`src/rtl/multicycle_ctrl_fsm.sv`:
```
// Multicycle CPU control FSM: memory ready handshake with wait timeout, run/stall, bne/halt/illegal.
// State codes follow declaration order (FETCH=0 .. HALT=15). Optional perf counters: MCCTRL_PERF_CNT_EN.
module multicycle_ctrl_fsm #(
  parameter int OP_W     = 6,
  parameter int ALUOP_W  = 4,
  parameter int WAIT_MAX = 15,
  parameter int STATE_W  = 5
) (
  input  logic               clk,
  input  logic               reset,
  input  logic               run,
  input  logic [OP_W-1:0]    op_in,
  input  logic               mem_ready,
  output logic [STATE_W-1:0] state,
  output logic [ALUOP_W-1:0] ALUOp,
  output logic [1:0]         PCSource,
  output logic [1:0]         ALUSrcA,
  output logic [1:0]         ALUSrcB,
  output logic [1:0]         MemtoReg,
  output logic               RegWrite,
  output logic               IRWrite,
  output logic               PCWrite,
  output logic               PCWriteCond,
  output logic               MemWrite,
  output logic               MemRead,
  output logic               ReadSel,
  output logic               BranchNe,
  output logic               halted,
  output logic               illegal_op,
  output logic               mem_timeout
`ifdef MCCTRL_PERF_CNT_EN
  ,
  output logic [31:0]        cycle_cnt,
  output logic [31:0]        retired_cnt
`endif
);

  typedef enum logic [STATE_W-1:0] {
    S_FETCH, S_DECODE, S_EXEC_R, S_EXEC_ZE, S_EXEC_SE, S_WB, S_JUMP, S_BRANCH,
    S_IMM, S_LI_WB, S_LUI_WB, S_MEM_RD, S_LD_WB, S_MEM_WR, S_ILLEGAL, S_HALT
  } state_t;

  localparam logic [ALUOP_W-1:0] ALU_ADD = ALUOP_W'(4'b0010);
  localparam logic [ALUOP_W-1:0] ALU_SUB = ALUOP_W'(4'b0011);
  localparam logic [ALUOP_W-1:0] ALU_IMM = ALUOP_W'(4'b0100);

  state_t       r_state;
  state_t       w_next;
  logic [7:0]   r_wcnt;
  logic [5:0]   w_op6;
  logic         w_hi_ok;
  logic         w_wait_st;
  logic         w_timeout;

  assign w_op6 = op_in[5:0];

  // Opcodes wider than the map are only legal with zero upper bits.
  if (OP_W > 6) begin : g_hi
    assign w_hi_ok = ~|op_in[OP_W-1:6];
  end else begin : g_nohi
    assign w_hi_ok = 1'b1;
  end

  assign w_wait_st = (r_state == S_FETCH) || (r_state == S_MEM_RD) || (r_state == S_MEM_WR);
  assign w_timeout = w_wait_st && !mem_ready && (r_wcnt == 8'(WAIT_MAX));
  assign state     = r_state;

  always_comb begin
    w_next = r_state;
    case (r_state)
      S_FETCH:  w_next = mem_ready ? S_DECODE : S_FETCH;
      S_DECODE: begin
        w_next = S_ILLEGAL;
        if (w_hi_ok) begin
          casez (w_op6)
            6'b000000:                     w_next = S_FETCH;
            6'b010???:                     w_next = S_EXEC_R;
            6'b000001:                     w_next = S_JUMP;
            6'b10000?:                     w_next = S_BRANCH;
            6'b110100, 6'b110101, 6'b110111: w_next = S_EXEC_ZE;
            6'b110010, 6'b110011:          w_next = S_EXEC_SE;
            6'b111001, 6'b111010,
            6'b111011, 6'b111100:          w_next = S_IMM;
            6'b111111:                     w_next = S_HALT;
            default:                       w_next = S_ILLEGAL;
          endcase
        end
      end
      S_EXEC_R, S_EXEC_ZE, S_EXEC_SE: w_next = S_WB;
      S_IMM: begin
        case (w_op6)
          6'b111001: w_next = S_LI_WB;
          6'b111010: w_next = S_LUI_WB;
          6'b111011: w_next = S_MEM_RD;
          6'b111100: w_next = S_MEM_WR;
          default:   w_next = S_ILLEGAL;
        endcase
      end
      S_MEM_RD: begin
        if (mem_ready)      w_next = S_LD_WB;
        else if (w_timeout) w_next = S_FETCH;
      end
      S_MEM_WR: if (mem_ready || w_timeout) w_next = S_FETCH;
      S_HALT:   w_next = S_HALT;
      default:  w_next = S_FETCH;
    endcase
  end

  // Timeout refetch stays in FETCH, so the counter must also clear on expiry.
  always_ff @(posedge clk) begin
    if (reset) begin
      r_state <= S_FETCH;
      r_wcnt  <= '0;
    end else if (run) begin
      r_state <= w_next;
      if ((w_next != r_state) || w_timeout) r_wcnt <= '0;
      else if (w_wait_st && !mem_ready)     r_wcnt <= r_wcnt + 8'd1;
    end
  end

  always_comb begin
    ALUOp       = '0;
    PCSource    = 2'b00;
    ALUSrcA     = 2'b00;
    ALUSrcB     = 2'b00;
    MemtoReg    = 2'b00;
    RegWrite    = 1'b0;
    IRWrite     = 1'b0;
    PCWrite     = 1'b0;
    PCWriteCond = 1'b0;
    MemWrite    = 1'b0;
    MemRead     = 1'b0;
    ReadSel     = 1'b0;
    BranchNe    = 1'b0;
    halted      = 1'b0;
    illegal_op  = 1'b0;
    mem_timeout = 1'b0;
    if (!reset) begin
      case (r_state)
        S_FETCH: begin
          MemRead = 1'b1;
          ALUSrcB = 2'b01;
          ALUOp   = ALU_ADD;
          IRWrite = mem_ready;
          PCWrite = mem_ready;
        end
        S_DECODE:  begin ALUSrcB = 2'b10; ALUOp = ALU_ADD; end
        S_EXEC_R:  begin ALUSrcA = 2'b01; ALUSrcB = 2'b00; ALUOp = op_in[ALUOP_W-1:0]; end
        S_EXEC_ZE: begin ALUSrcA = 2'b01; ALUSrcB = 2'b11; ALUOp = op_in[ALUOP_W-1:0]; end
        S_EXEC_SE: begin ALUSrcA = 2'b01; ALUSrcB = 2'b10; ALUOp = op_in[ALUOP_W-1:0]; end
        S_WB:      RegWrite = 1'b1;
        S_JUMP:    begin PCWrite = 1'b1; PCSource = 2'b10; end
        S_BRANCH: begin
          ALUSrcA     = 2'b01;
          ALUOp       = ALU_SUB;
          PCWriteCond = 1'b1;
          PCSource    = 2'b01;
          BranchNe    = op_in[0];
        end
        S_IMM:     begin ALUSrcA = 2'b10; ALUSrcB = 2'b11; ALUOp = ALU_IMM; end
        S_LI_WB:   begin RegWrite = 1'b1; MemtoReg = 2'b10; end
        S_LUI_WB:  begin RegWrite = 1'b1; MemtoReg = 2'b11; end
        S_MEM_RD:  begin MemRead = 1'b1; ReadSel = 1'b1; end
        S_LD_WB:   begin RegWrite = 1'b1; MemtoReg = 2'b01; end
        S_MEM_WR:  begin MemWrite = !w_timeout; ReadSel = 1'b1; end
        S_ILLEGAL: illegal_op = 1'b1;
        S_HALT:    halted = 1'b1;
        default:   ;
      endcase
      mem_timeout = w_timeout;
      // A stalled cycle must not pulse or write; pulses re-fire once run resumes.
      if (!run) begin
        RegWrite    = 1'b0;
        IRWrite     = 1'b0;
        PCWrite     = 1'b0;
        PCWriteCond = 1'b0;
        MemWrite    = 1'b0;
        MemRead     = 1'b0;
        illegal_op  = 1'b0;
        mem_timeout = 1'b0;
      end
    end
  end

`ifdef MCCTRL_PERF_CNT_EN
  always_ff @(posedge clk) begin
    if (reset) begin
      cycle_cnt   <= '0;
      retired_cnt <= '0;
    end else if (run) begin
      if (r_state != S_HALT) cycle_cnt <= cycle_cnt + 32'd1;
      if ((w_next == S_FETCH) && (r_state != S_FETCH) && (r_state != S_ILLEGAL) && !w_timeout)
        retired_cnt <= retired_cnt + 32'd1;
    end
  end
`endif

endmodule

```
`config.mk`:
```
export PLATFORM = sky130hd
export DESIGN_NAME = multicycle_ctrl_fsm
export DESIGN_NICKNAME = d
export VERILOG_FILES = /design/src/rtl/multicycle_ctrl_fsm.sv
export SDC_FILE = /design/constraint.sdc
export NUM_CORES = 1
export LEC_CHECK = 0
export BUFFER_PORTS_ARGS = -buffer_cell sky130_fd_sc_hd__buf_2
export CAP_MARGIN = 40
export CORE_UTILIZATION = 53
export DETAILED_ROUTE_END_ITERATION = 6
export PLACE_DENSITY = 0.78
export RECOVER_POWER = 50
export SLEW_MARGIN = 15
export SYNTH_ARGS = -nofsm -noshare
export SYNTH_HDL_FRONTEND = slang
export SYNTH_SLANG_ARGS = --single-unit
```
`constraint.sdc`:
```
create_clock -name clk -period 3.1 [get_ports clk]
set_input_delay 0.775 -clock clk [delete_from_list [all_inputs] [get_ports clk]]
set_output_delay 0.775 -clock clk [all_outputs]
set_load 0.01 [all_outputs]
```
==> reports/qor.yml <==
setup-tns-final_ns: 0
status: "completed"
max_slew.worst_pin.slew_ns: 0.625
fp.dieW_um: 54.9
crit_fanout: 6
dpl.hpwl_um: 3060
synth_nets: 239
final_cell_mix: "nand2_1, buf_2, a21oi_1, nor3_1"
diodes: 0
maxCapViolCount: 0
setup_viol: 0
rows: 18
drt-initial-drc-count: 76
cts_resized: 0
clkTransAtPathRegs_ns: 0.09
drv_slew: 0
grt_pass1_wl_um: 6560
dieArea_sq_um: 3020
grt.total_usage: 0.303
finalPower_mw: 0.506
antenna_found_initial: 0
p_leak_nw: 0.621
avgSynthCellArea_sq_um: 6.51
hp-class: "flip-flop to flip-flop"
post-route-util: 0.658
cts_sinks: 13
cts_hold_buf: 0
final_nets: 269
cts_buffers: 3
ys_seq_area_frac: 0.175
cts_root_buffer: "clkbuf_4"
clock_latency_ns: 0.29
criticalPathCategory: "flip-flop to output pin"
yosysUniqueCellTypes: 50
grt-ovfl-total: 0
fillers: 262
viasPerCell: 6.31
routabilityCongestion: 0.982
syn_to_final_growth_pct: 13.9
crit_arrival_ns: 2.13
regArea_sq_um: 262
wirelength_um: 4180
max_freq_mhz: 345
slew_headroom: 0.572
routedWlPerCell_um: 14.6
ir_drop_v: 0.000347
ctsLongestPathBuffers: 2
cts_setup_buffers: 0
io-pin-count: 38
cts_tree: "built"
postRouteAntennaNets: 0
multiInputGateArea_sq_um: 1100
synth_seq_cells: 13
drc: 0
fin_crit_ns: 2.90
synth-main-ff-cell: "dfxtp_1"
synthesis.instances: 228
start_util: 0.578
min_period_over_period: 0.936
synth_edf_count: 0
grt_max_degree: 25
critPathRequiredTime_ns: 2.32
core_sq_um: 2570
fin_skew_ns: 0.0123
worst_setup_path_end_kind: "output pin"
p_per_area_nw_per_um2: 300
worstSetupStartpointType: "flip-flop"
drive_gt1_frac: 0.167
rsz0062_at_grt: "false"
firstDrtPassIters: 4
ys_warn_count: 0
synthArstFlopShare: 0
vias: 1812
finalHoldViolations: 0
die_y_um: 54.9
grt_pass1_vias: 1416
syn_area_sq_um: 1480
htree_levels: 1
port-buffer-count: 37
final_common_cell: "nand2_1"
## flip-flops by register name (all words and copies together) (netlist names)
register  flops
r_wcnt        8
state         5
## path summary, 6_finish.rpt
check | from | endpoint | slack, ns | cells past startpoint
setup reg to reg | r_wcnt[0]$_SDFFE_PP0P_ | r_wcnt[6]$_SDFFE_PP0P_ | 0.49 | 8
setup / recovery | r_wcnt[4]$_SDFFE_PP0P_ | MemWrite | 0.20 | 6
hold / removal | r_wcnt[1]$_SDFFE_PP0P_ | r_wcnt[1]$_SDFFE_PP0P_ | 0.48 | 2
hold reg to reg | r_wcnt[1]$_SDFFE_PP0P_ | r_wcnt[1]$_SDFFE_PP0P_ | 0.48 | 2
## per-stage QoR
step,worst slack (ns),hold slack (ns),area [sq um],cells
2_1_floorplan,0.427,0.449,1480,228
3_3_place_gp,0.275,0.466,1680,283
3_5_place_dp,0.188,0.474,1680,283
4_1_cts,0.0529,0.485,1710,287
5_1_grt,0.0579,0.519,1690,287
6_report,0.198,0.484,1690,287
## routing by layer
layer / vias to the layer above / track usage / part of all wire / routed length [um]
met2: 89 / 0.444 / 0.42 / 1760
li1: 901 / - / - / -
met4: 0 / 0.133 / 0.014 / 60
met5: - / 0 / 0 / 0
met3: 6 / 0.0492 / 0.086 / 361
met1: 816 / 0.433 / 0.48 / 1990
## worst max-delay path, cell delays in order, from the launching register on
cell and delay [ns]:
dfxtp_1 0.36, or4_1 0.57, nor2_1 0.25, nand3_1 0.20
o211ai_1 0.24, nor3_1 0.07, buf_2 0.15
## power breakdown
group / switching [mW] / leakage (nW) / internal, mW
clock network: 0.0591 / 0.0150 / 0.0500
registers: 0.0136 / 0.106 / 0.173
logic: 0.131 / 0.500 / 0.0795
total: 0.204 / 0.621 / 0.302
## final cells by class
class	count	share of cell area
multi-input cells	186	0.651
flip-flops and latches	13	0.155
repair buffers	46	0.138
well taps	30	0.0222
inverters	8	0.0178
clock buffers	4	0.0155
## cell families after synthesis
family	after synthesis	share of synthesized area
AOI/OAI and AO/OA	67	0.316
xor gates and xnor gates	3	0.0177
adders and majority gates	1	0.00843
buffers and inverters	29	0.0809
DFF	13	0.175
muxes	1	0.00759
and+or+nand+nor	114	0.394
## cells in the mapped netlist, types with 2 or more instances
cell type  instances  area share
and3_1             3       0.013
or2_2              2      0.0084
nor2b_1            5       0.021
buf_2              8       0.027
xnor2_1            2       0.012
nand2_1           29       0.073
or3_1              4       0.017
nor4_1             6       0.025
inv_1              8       0.020
clkbuf_1           9       0.023
a311oi_1           2       0.012
or4_1              3       0.015
o41ai_1            2       0.012
a2111oi_0          4       0.024
o211ai_1           3       0.015
nand3_1           13       0.044
nor2_1            14       0.035
a211oi_1           3       0.015
o21a_1             3       0.015
nand2b_1           5       0.021
a31oi_1            3       0.013
nand4_1            3       0.013
dfxtp_1           13        0.18
a21oi_1           22       0.074
buf_1              3      0.0076
o21ai_0           10       0.034
a21boi_0           2       0.010
and2_1             2      0.0084
o22ai_1            3       0.013
nor3_1            19       0.064
Power figures use the tool's default switching activity.
